===== src/rtl/decoder_pkg.sv =====
// Shared types and helpers for the one-hot decoder with auto-scan.
// Latency: n/a (declarations only).
// Backpressure: n/a (no handshake anywhere in this block).
package decoder_pkg;

  // Operating mode of the decoder: follow the input index, or walk it automatically
  typedef enum logic {
    DIRECT = 1'b0,
    SCAN   = 1'b1
  } mode_e;

  // Largest supported number of clocks per scan step (divider is at most 24 bits)
  localparam int SCAN_DIV_MAX = 2 ** 24;

  // Bits needed to count 0..v-1, never less than one bit
  function automatic int clog2(input int v);
    int r;
    r = 1;
    for (int i = 1; i < 32; i++) begin
      if ((64'(1) << i) < 64'(v)) begin
        r = i + 1;
      end
    end
    return r;
  endfunction

endpackage


===== src/rtl/scan_div_cnt.sv =====
// Scan-rate divider: counts 0..SCAN_DIV-1 while run is high, ticks on the last count.
// Latency: tick is combinational on the registered count (same cycle as count==SCAN_DIV-1).
// Backpressure: run=0 freezes the count in place; clr forces it to zero and wins over run.
module scan_div_cnt
  import decoder_pkg::*;
#(
  parameter int SCAN_DIV = 50000
) (
  input  logic sys_clk,
  input  logic sys_rst_n,
  input  logic clr,
  input  logic run,
  output logic tick
);

  localparam int CNT_W = clog2(SCAN_DIV);
  localparam logic [CNT_W-1:0] LAST = CNT_W'(SCAN_DIV - 1);

  logic [CNT_W-1:0] cnt_q;
  logic [CNT_W-1:0] cnt_d;

  // The step happens on the edge that would otherwise take the count past its last value
  assign tick = run && (cnt_q == LAST);

  // Next count: clear, wrap on tick, increment while running, otherwise hold
  always_comb begin
    cnt_d = cnt_q;
    if (clr) begin
      cnt_d = '0;
    end else if (run) begin
      cnt_d = tick ? '0 : cnt_q + 1'b1;
    end
  end

  // Count register with synchronous reset
  always_ff @(posedge sys_clk) begin
    if (!sys_rst_n) begin
      cnt_q <= '0;
    end else begin
      cnt_q <= cnt_d;
    end
  end

endmodule


===== src/rtl/decoder_n_scan.sv =====
// Registered IN_W-to-2^IN_W one-hot decoder with enable and an auto-scan mode (DECODER_ACTIVE_LOW_EN inverts out).
// Latency: 1 cycle from in/ena/scan_en to out and sel_idx; scan steps every SCAN_DIV cycles.
// Backpressure: none; ena=0 blanks out and, while scanning, freezes the divider and index.
module decoder_n_scan
  import decoder_pkg::*;
#(
  parameter int IN_W     = 2,
  parameter int SCAN_DIV = 50000
) (
  input  logic                 sys_clk,
  input  logic                 sys_rst_n,
  input  logic [IN_W-1:0]      in,
  input  logic                 ena,
  input  logic                 scan_en,
  output logic [(2**IN_W)-1:0] out,
  output logic [IN_W-1:0]      sel_idx,
  output logic                 step_pulse
);

  localparam int OUT_W = 2 ** IN_W;

`ifdef DECODER_ACTIVE_LOW_EN
  localparam logic ACT_LOW = 1'b1;
`else
  localparam logic ACT_LOW = 1'b0;
`endif

  // Pattern driven when no line is selected; XOR-ing with it also applies the polarity
  localparam logic [OUT_W-1:0] OUT_IDLE = ACT_LOW ? {OUT_W{1'b1}} : {OUT_W{1'b0}};
  localparam logic [OUT_W-1:0] ONE_HOT0 = OUT_W'(1);

  mode_e            mode_q;
  mode_e            mode_d;
  logic [IN_W-1:0]  sel_q;
  logic [IN_W-1:0]  sel_d;
  logic [OUT_W-1:0] out_q;
  logic [OUT_W-1:0] out_d;
  logic             pulse_q;
  logic             pulse_d;

  logic             div_clr;
  logic             div_run;
  logic             div_tick;
  logic             line_on;

  // Mode register: simply tracks scan_en one cycle late
  always_ff @(posedge sys_clk) begin
    if (!sys_rst_n) begin
      mode_q <= DIRECT;
    end else begin
      mode_q <= mode_d;
    end
  end

  // Next mode comes straight from scan_en every cycle
  always_comb begin
    mode_d = scan_en ? SCAN : DIRECT;
  end

  // Divider control: held at zero in direct mode and on the scan-entry edge,
  // counts only while steadily scanning with the outputs enabled
  always_comb begin
    div_clr = !scan_en || (mode_q == DIRECT);
    div_run = scan_en && (mode_q == SCAN) && ena;
  end

  scan_div_cnt #(
    .SCAN_DIV (SCAN_DIV)
  ) u_scan_div_cnt (
    .sys_clk   (sys_clk),
    .sys_rst_n (sys_rst_n),
    .clr       (div_clr),
    .run       (div_run),
    .tick      (div_tick)
  );

  // Output-side next values: index, decoded line and step pulse
  always_comb begin
    sel_d   = sel_q;
    pulse_d = 1'b0;
    line_on = 1'b0;
    if (div_clr) begin
      // Direct mode and scan entry both load the index from the input
      sel_d   = in;
      line_on = ena;
    end else if (ena) begin
      // Steady scan: index wraps naturally because OUT_W is a power of two
      line_on = 1'b1;
      if (div_tick) begin
        sel_d   = sel_q + 1'b1;
        pulse_d = 1'b1;
      end
    end
    out_d = (line_on ? (ONE_HOT0 << sel_d) : {OUT_W{1'b0}}) ^ OUT_IDLE;
  end

  // Index, decoded output and step pulse registers
  always_ff @(posedge sys_clk) begin
    if (!sys_rst_n) begin
      sel_q   <= '0;
      out_q   <= OUT_IDLE;
      pulse_q <= 1'b0;
    end else begin
      sel_q   <= sel_d;
      out_q   <= out_d;
      pulse_q <= pulse_d;
    end
  end

  assign out        = out_q;
  assign sel_idx    = sel_q;
  assign step_pulse = pulse_q;

endmodule


===== config.mk =====
export PLATFORM = sky130hd
export DESIGN_NAME = decoder_n_scan
export DESIGN_NICKNAME = d
export VERILOG_FILES = /design/src/rtl/decoder_pkg.sv /design/src/rtl/scan_div_cnt.sv /design/src/rtl/decoder_n_scan.sv
export SDC_FILE = /design/constraint.sdc
export NUM_CORES = 1
export LEC_CHECK = 0
export CORE_MARGIN = 2
export CORE_UTILIZATION = 50
export DETAILED_ROUTE_END_ITERATION = 8
export HOLD_SLACK_MARGIN = 0.03
export PLACE_DENSITY = 0.73
export RECOVER_POWER = 50
export SLEW_MARGIN = 20
export SYNTH_ARGS = -nofsm -noshare
export SYNTH_HDL_FRONTEND = slang
export SYNTH_SLANG_ARGS = --single-unit

===== constraint.sdc =====
create_clock -name sys_clk -period 1.7 [get_ports sys_clk]
set_clock_uncertainty 0.2 [all_clocks]
set_input_delay 0.17 -clock sys_clk [delete_from_list [all_inputs] [get_ports sys_clk]]
set_output_delay 0.17 -clock sys_clk [all_outputs]
set_load 0.02 [all_outputs]

==> metrics <==
CTS tree=done; synthesized area=1306 µm²; Clk network pwr share=0.273; grt ovf=0; unique cell type count in the Yosys netlist=41; sequential area share after synthesis=0.3678; Die Y=55.11 µm; Int Pwr=0.6931 mW; final worst path period need=1.724 ns; Routed WL=3304 µm; vias in the first global route=1158; commonest non-fill, non-tap cell in the layout=buf_4; Post-synth EDFFs=0; Worst R2R Setup Slack=-0.02 ns; Initial DRC Count=39; area grow syn2layout=37.36%; Comb power frac=0.097; Initial Utilization=0.5273; worst-margin pin slew=0.3246 ns; Hold Path End=out[1]; std cell rows=18; Seq. cell area=493.0 µm²; largest net degree at the start of global routing=13; worst vdd ir=520.9 µV; Post-CTS Setup Inserts=0; total number of vias=1291; share of cells above drive strength 1=0.3385; Setup WS pre-CTS=-0.2849 ns; clock buffer depth=2; Multi-input gate area=869.6 µm²; max-cap viol count=0; R2R cell count=5; Design Area, Final=1794 µm²; Yosys top cell area share=0.3678; drt pass-1 iters=4; Final Hold Viols=0; Buffers on Ports=12; power density over cell area=508.4 nW/µm²; min-delay worst type=input port to flop; R2R Path End=out[1]; fillcell total=207; max-slew violation count=0; total DRC errors in the routed layout=0; DIE WIDTH=55.11 µm; Clock Sinks=24; Synth Flop Type=dfxtp_1; Hold Path Stages=3; Vias/cell=5.815; first-pass GRT wire length=5306 µm; Worst EP arrival=1.77 ns; H-Tree Level Count=1; critical-path maximum fanout=6; Crit. End Element=flop; clock-pin slew on the worst setup and hold paths=0.12 ns; Overall Global Routing Usage=0.2454; WL per Instance=14.88 µm; #FFs+latches synth=24; Leakage=0.6323 nW; synth top area cells=dfxtp_1 (37%), nand3_1 (3.8%), nand4_1 (3.8%); final net count=201; # setup viols final=3; DP HPWL=2418 µm; critical path type=flop to flop; Seq pwr share=0.630; Yosys Warn Count=0; Clock Latency Late Sink=0.31 ns; Detail Route Antenna Nets=0; period utilization=1.014; worst r2r src=u_scan_div_cnt.cnt_q[1]; post-synth net total=161; FMAX=0.5801 GHz; Switch Pwr=0.2191 mW; RSZ-0062 raised after global routing=true; ant diodes=0; Placed Area=1679 µm²; # IOs=13; initial antenna violation count=0; violated checks=negative setup slack; sw frac=0.2401; Post-Synthesis Cells=154; most frequent cells in the layout=buf_4 (29), dfxtp_1 (16), nor2_1 (13); Num CTS Buffers=3; clock root buffer=clkbuf_4; Post-Syn Area per Cell=8.482 µm²; max_slew headroom=0.7816; asr flop ratio synth=0; final critical-path setup slack=-0.02371 ns; Critical Path RT=1.75 ns; cell type with the largest total area after synthesis=dfxtp_1; critical path startpoint category=flop; GPL Wtd Cong=0.8190; status=complete, but fails checks; core area=2477 µm²; Hold Path Origin=in[0]; die area=3037 µm²
## metal layers
layer	up-vias	track usage	share of wire
met3	4	0.02419	0.040
met4	0	0.09756	0.014
met5	-	0	0
li1	653	-	-
met1	605	0.3130	0.44
met2	29	0.4226	0.51
## timing repair
action                     CTS  global route
hold buffers                 0             0
setup endpoints to repair   16            22
pin swaps                    6             6
gates resized for setup     17            11
cloned                       1             0
## power groups by stage
stage | logic [mW] | registers, mW | clock network [mW]
after floorplan | 0.0365 | 0.595 | 0
after global placement | 0.0875 | 0.589 | 0
after detailed placement | 0.0888 | 0.589 | 0
after CTS | 0.0901 | 0.577 | 0.255
after global routing | 0.0967 | 0.576 | 0.272
final | 0.0883 | 0.575 | 0.249
## cell usage after synthesis, types with 2 or more instances
cell and count:
nand3_1 10, buf_2 5, clkbuf_1 5, or4_1 2, xor2_1 3, nand2_1 12, and3_1 2, nor2b_1 2
xnor2_1 4, o211ai_1 5, or3_1 2, o31ai_1 3, and4_1 3, nand2b_1 4, nand4_1 8, nor4_1 3
nor4b_1 2, mux2i_1 3, dfxtp_1 24, and2_1 5, a21oi_1 6, nor2_1 13, o21ai_0 5, nor3_1 6
## worst max-delay path, stage by stage, from the launching register on
cell      delay, ns
dfxtp_2        0.36
ha_4           0.15
and4_4         0.16
and4_2         0.28
a2111o_1       0.42
o211ai_1       0.09
## worst max-delay path by stage
stage | from | cells past startpoint | end | slack, ns
final | u_scan_div_cnt.cnt_q[1] | 5 | out[1] | -0.02
after global routing | u_scan_div_cnt.cnt_q[11] | 6 | sel_idx[1] | -0.09
after CTS | u_scan_div_cnt.cnt_q[4] | 5 | u_scan_div_cnt.cnt_q[12] | -0.02
after detailed placement | scan_en | 6 | u_scan_div_cnt.cnt_q[3] | -0.28
after global placement | scan_en | 5 | out[0] | -0.21
after floorplan | u_scan_div_cnt.cnt_q[1] | 5 | out[3] | 0.01
## area by class of cell
type | instances | area share
Inverter | 1 | 0.002092
Multi-Input combinational cell | 119 | 0.4847
Timing Repair Buffer | 45 | 0.2050
Tap cell | 30 | 0.02092
Sequential cell | 24 | 0.2748
Clock buffer | 3 | 0.01255
## state kept, by name, summed over array words and instances (netlist names)
name and count:
mode_q 1, out 4, sel_idx 2, step_pulse 1
u_scan_div_cnt.cnt_q 16
## kinds of logic after synthesis
group                    after synthesis  synth area share
AO/OA/AOI/OAI                         26            0.1427
adder cells (fa/ha/maj)                1          0.009577
XOR/XNOR                               7           0.04694
multiplexers                           3           0.02299
buffers and inverters                 12           0.03926
AND/OR/NAND/NOR                       81            0.3707
flip-flops                            24            0.3678
## metrics by stage
stage / instances / utilization / total power, mW / hold slack [ns] / setup TNS, ns
after floorplan: 154 / - / 0.6313 / 0.09729 / 0
after CTS: 222 / 0.7126 / 0.9221 / 0.3247 / -0.02407
after global routing: 222 / 0.7242 / 0.9452 / 0.3535 / -0.9789
after detailed placement: 218 / 0.6778 / 0.6780 / 0.3395 / -4.618
final: 222 / 0.7242 / 0.9122 / 0.3421 / -0.03041
after global placement: 218 / 0.6778 / 0.6765 / 0.3062 / -3.481
(Power assumes the default switching activity.)
==> RTL change: new RTL, same flow settings <==
Register the inputs `in`, `ena` and `scan_en` before use, with the module's reset. The logic sees them one clock later. Comments in the files are not updated.
--- a/src/rtl/decoder_n_scan.sv
+++ b/src/rtl/decoder_n_scan.sv
@@ -30,4 +30,20 @@
   localparam logic [OUT_W-1:0] ONE_HOT0 = OUT_W'(1);
 
+  logic [IN_W-1:0] in_q;
+  logic ena_q;
+  logic scan_en_q;
+
+  always_ff @(posedge sys_clk) begin
+    if (!sys_rst_n) begin
+      in_q      <= '0;
+      ena_q     <= '0;
+      scan_en_q <= '0;
+    end else begin
+      in_q      <= in;
+      ena_q     <= ena;
+      scan_en_q <= scan_en;
+    end
+  end
+
   mode_e            mode_q;
   mode_e            mode_d;
@@ -55,5 +71,5 @@
   // Next mode comes straight from scan_en every cycle
   always_comb begin
-    mode_d = scan_en ? SCAN : DIRECT;
+    mode_d = scan_en_q ? SCAN : DIRECT;
   end
 
@@ -61,6 +77,6 @@
   // counts only while steadily scanning with the outputs enabled
   always_comb begin
-    div_clr = !scan_en || (mode_q == DIRECT);
-    div_run = scan_en && (mode_q == SCAN) && ena;
+    div_clr = !scan_en_q || (mode_q == DIRECT);
+    div_run = scan_en_q && (mode_q == SCAN) && ena_q;
   end
 
@@ -82,7 +98,7 @@
     if (div_clr) begin
       // Direct mode and scan entry both load the index from the input
-      sel_d   = in;
-      line_on = ena;
-    end else if (ena) begin
+      sel_d   = in_q;
+      line_on = ena_q;
+    end else if (ena_q) begin
       // Steady scan: index wraps naturally because OUT_W is a power of two
       line_on = 1'b1;
Formal check against the unedited RTL: not equivalent (a bounded check fails within 4 cycles, from zero or initial values and one cycle with sys_rst_n low).
==> RTL change against the original RTL <==
The run still ends with negative setup slack left. Sequential cell count increased by 4. Synthesized cell count decreased by 0.65%. Area after synthesis increased by 6.6%. Design area increased by 8.4%. Worst setup slack got worse by 210 ps. Largest cell class unchanged. Highest routed layer unchanged. Wire length increased by 8.6%. Power increased by 17%.
==> RTL change: results (changes against the original RTL) <==
{| class="wikitable"
! Metric !! Value
|-
| Proportion of layout cells with a drive suffix above 1 || 39.6% (was 33.9%)
|-
| Filler cell count in the final layout || 219 (was 207)
|-
| Met2 Usage GRT || 46.3% (was 42.3%)
|-
| Violations in the final reports || negative setup slack (unchanged)
|-
| Count of different cell masters after synthesis || 44 (was 41)
|-
| Worst setup slack after layout || -230 ps (was -23.7 ps)
|-
| Mapped Cells || 153 (was 154)
|-
| Violation count after the first detailed-route iteration || 61 (was 39)
|-
| Peak per-stage delay on the critical path || 550 ps (was 420 ps)
|-
| R2R cell count || 4 (was 5)
|-
| Metal2 WL || 2000 um (was 1670 um)
|-
| Area contributors post-synth || dfxtp_1, nand3_1, nor2_1 (was dfxtp_1, nand3_1, nand4_1)
|-
| Number of buffers inserted to repair setup after CTS || 1 (was 0)
|-
| Launch point of the critical path || u_scan_div_cnt.cnt_q[5] (was u_scan_div_cnt.cnt_q[1])
|-
| Detail-routed net length per standard cell || 15.4 um (was 14.9 um)
|-
| Placed cell count || 227 (was 218)
|-
| First-pass GRT wire length || 5970 um (was 5310 um)
|-
| Count of endpoints failing setup in the final report || 23 (was 3)
|-
| Outcome || finished, violations left (unchanged)
|-
| Area share of the largest cell type after synthesis || 40.3% (was 36.8%)
|-
| Largest net degree at the start of global routing || 16 (was 13)
|-
| Part of the Yosys area used for sequential elements || 40.3% (was 36.8%)
|-
| Met1 layer wirelength in the final routing || 1440 um (was 1450 um)
|-
| HPWL after detailed placement || 2570 um (was 2420 um)
|-
| Worst setup slack before clock tree synthesis || -247 ps (was -285 ps)
|-
| Worst Min Path Start || in[1] (was in[0])
|-
| Final Wtd Congestion || 0.886 (was 0.819)
|}
## RTL change: path summary, 6_finish.rpt
check	end	slack [ps]
hold reg to reg	u_scan_div_cnt.cnt_q[1]	320
setup reg to reg	u_scan_div_cnt.cnt_q[1]	-230
setup / recovery	u_scan_div_cnt.cnt_q[1]	-230
hold / removal	in_q[1]	200
## RTL change: kinds of logic after synthesis
family	count (synthesis)	share of synthesized area (%)
and+or+nand+nor	84	38.4
DFF	28	40.3
AOI/OAI and AO/OA	23	11.2
xor gates and xnor gates	10	6.29
buffers and inverters	7	2.96
adders and majority gates	1	0.898
## RTL change: layout make-up
class                   instances  area [um^2]  area share, %
well taps                      31         38.8           1.99
multi-input cells             119          873           44.9
repair buffers                 49          417           21.4
clock buffers                   4         36.3           1.87
flip-flops and latches         28          572           29.4
inverters                       2         7.51          0.386
## RTL change: power breakdown
part / switching, mW / total (mW) / internal (mW)
clock: 0.196 / 0.328 / 0.131
sequential: 0.00953 / 0.674 / 0.665
combinational: 0.0328 / 0.0689 / 0.0361
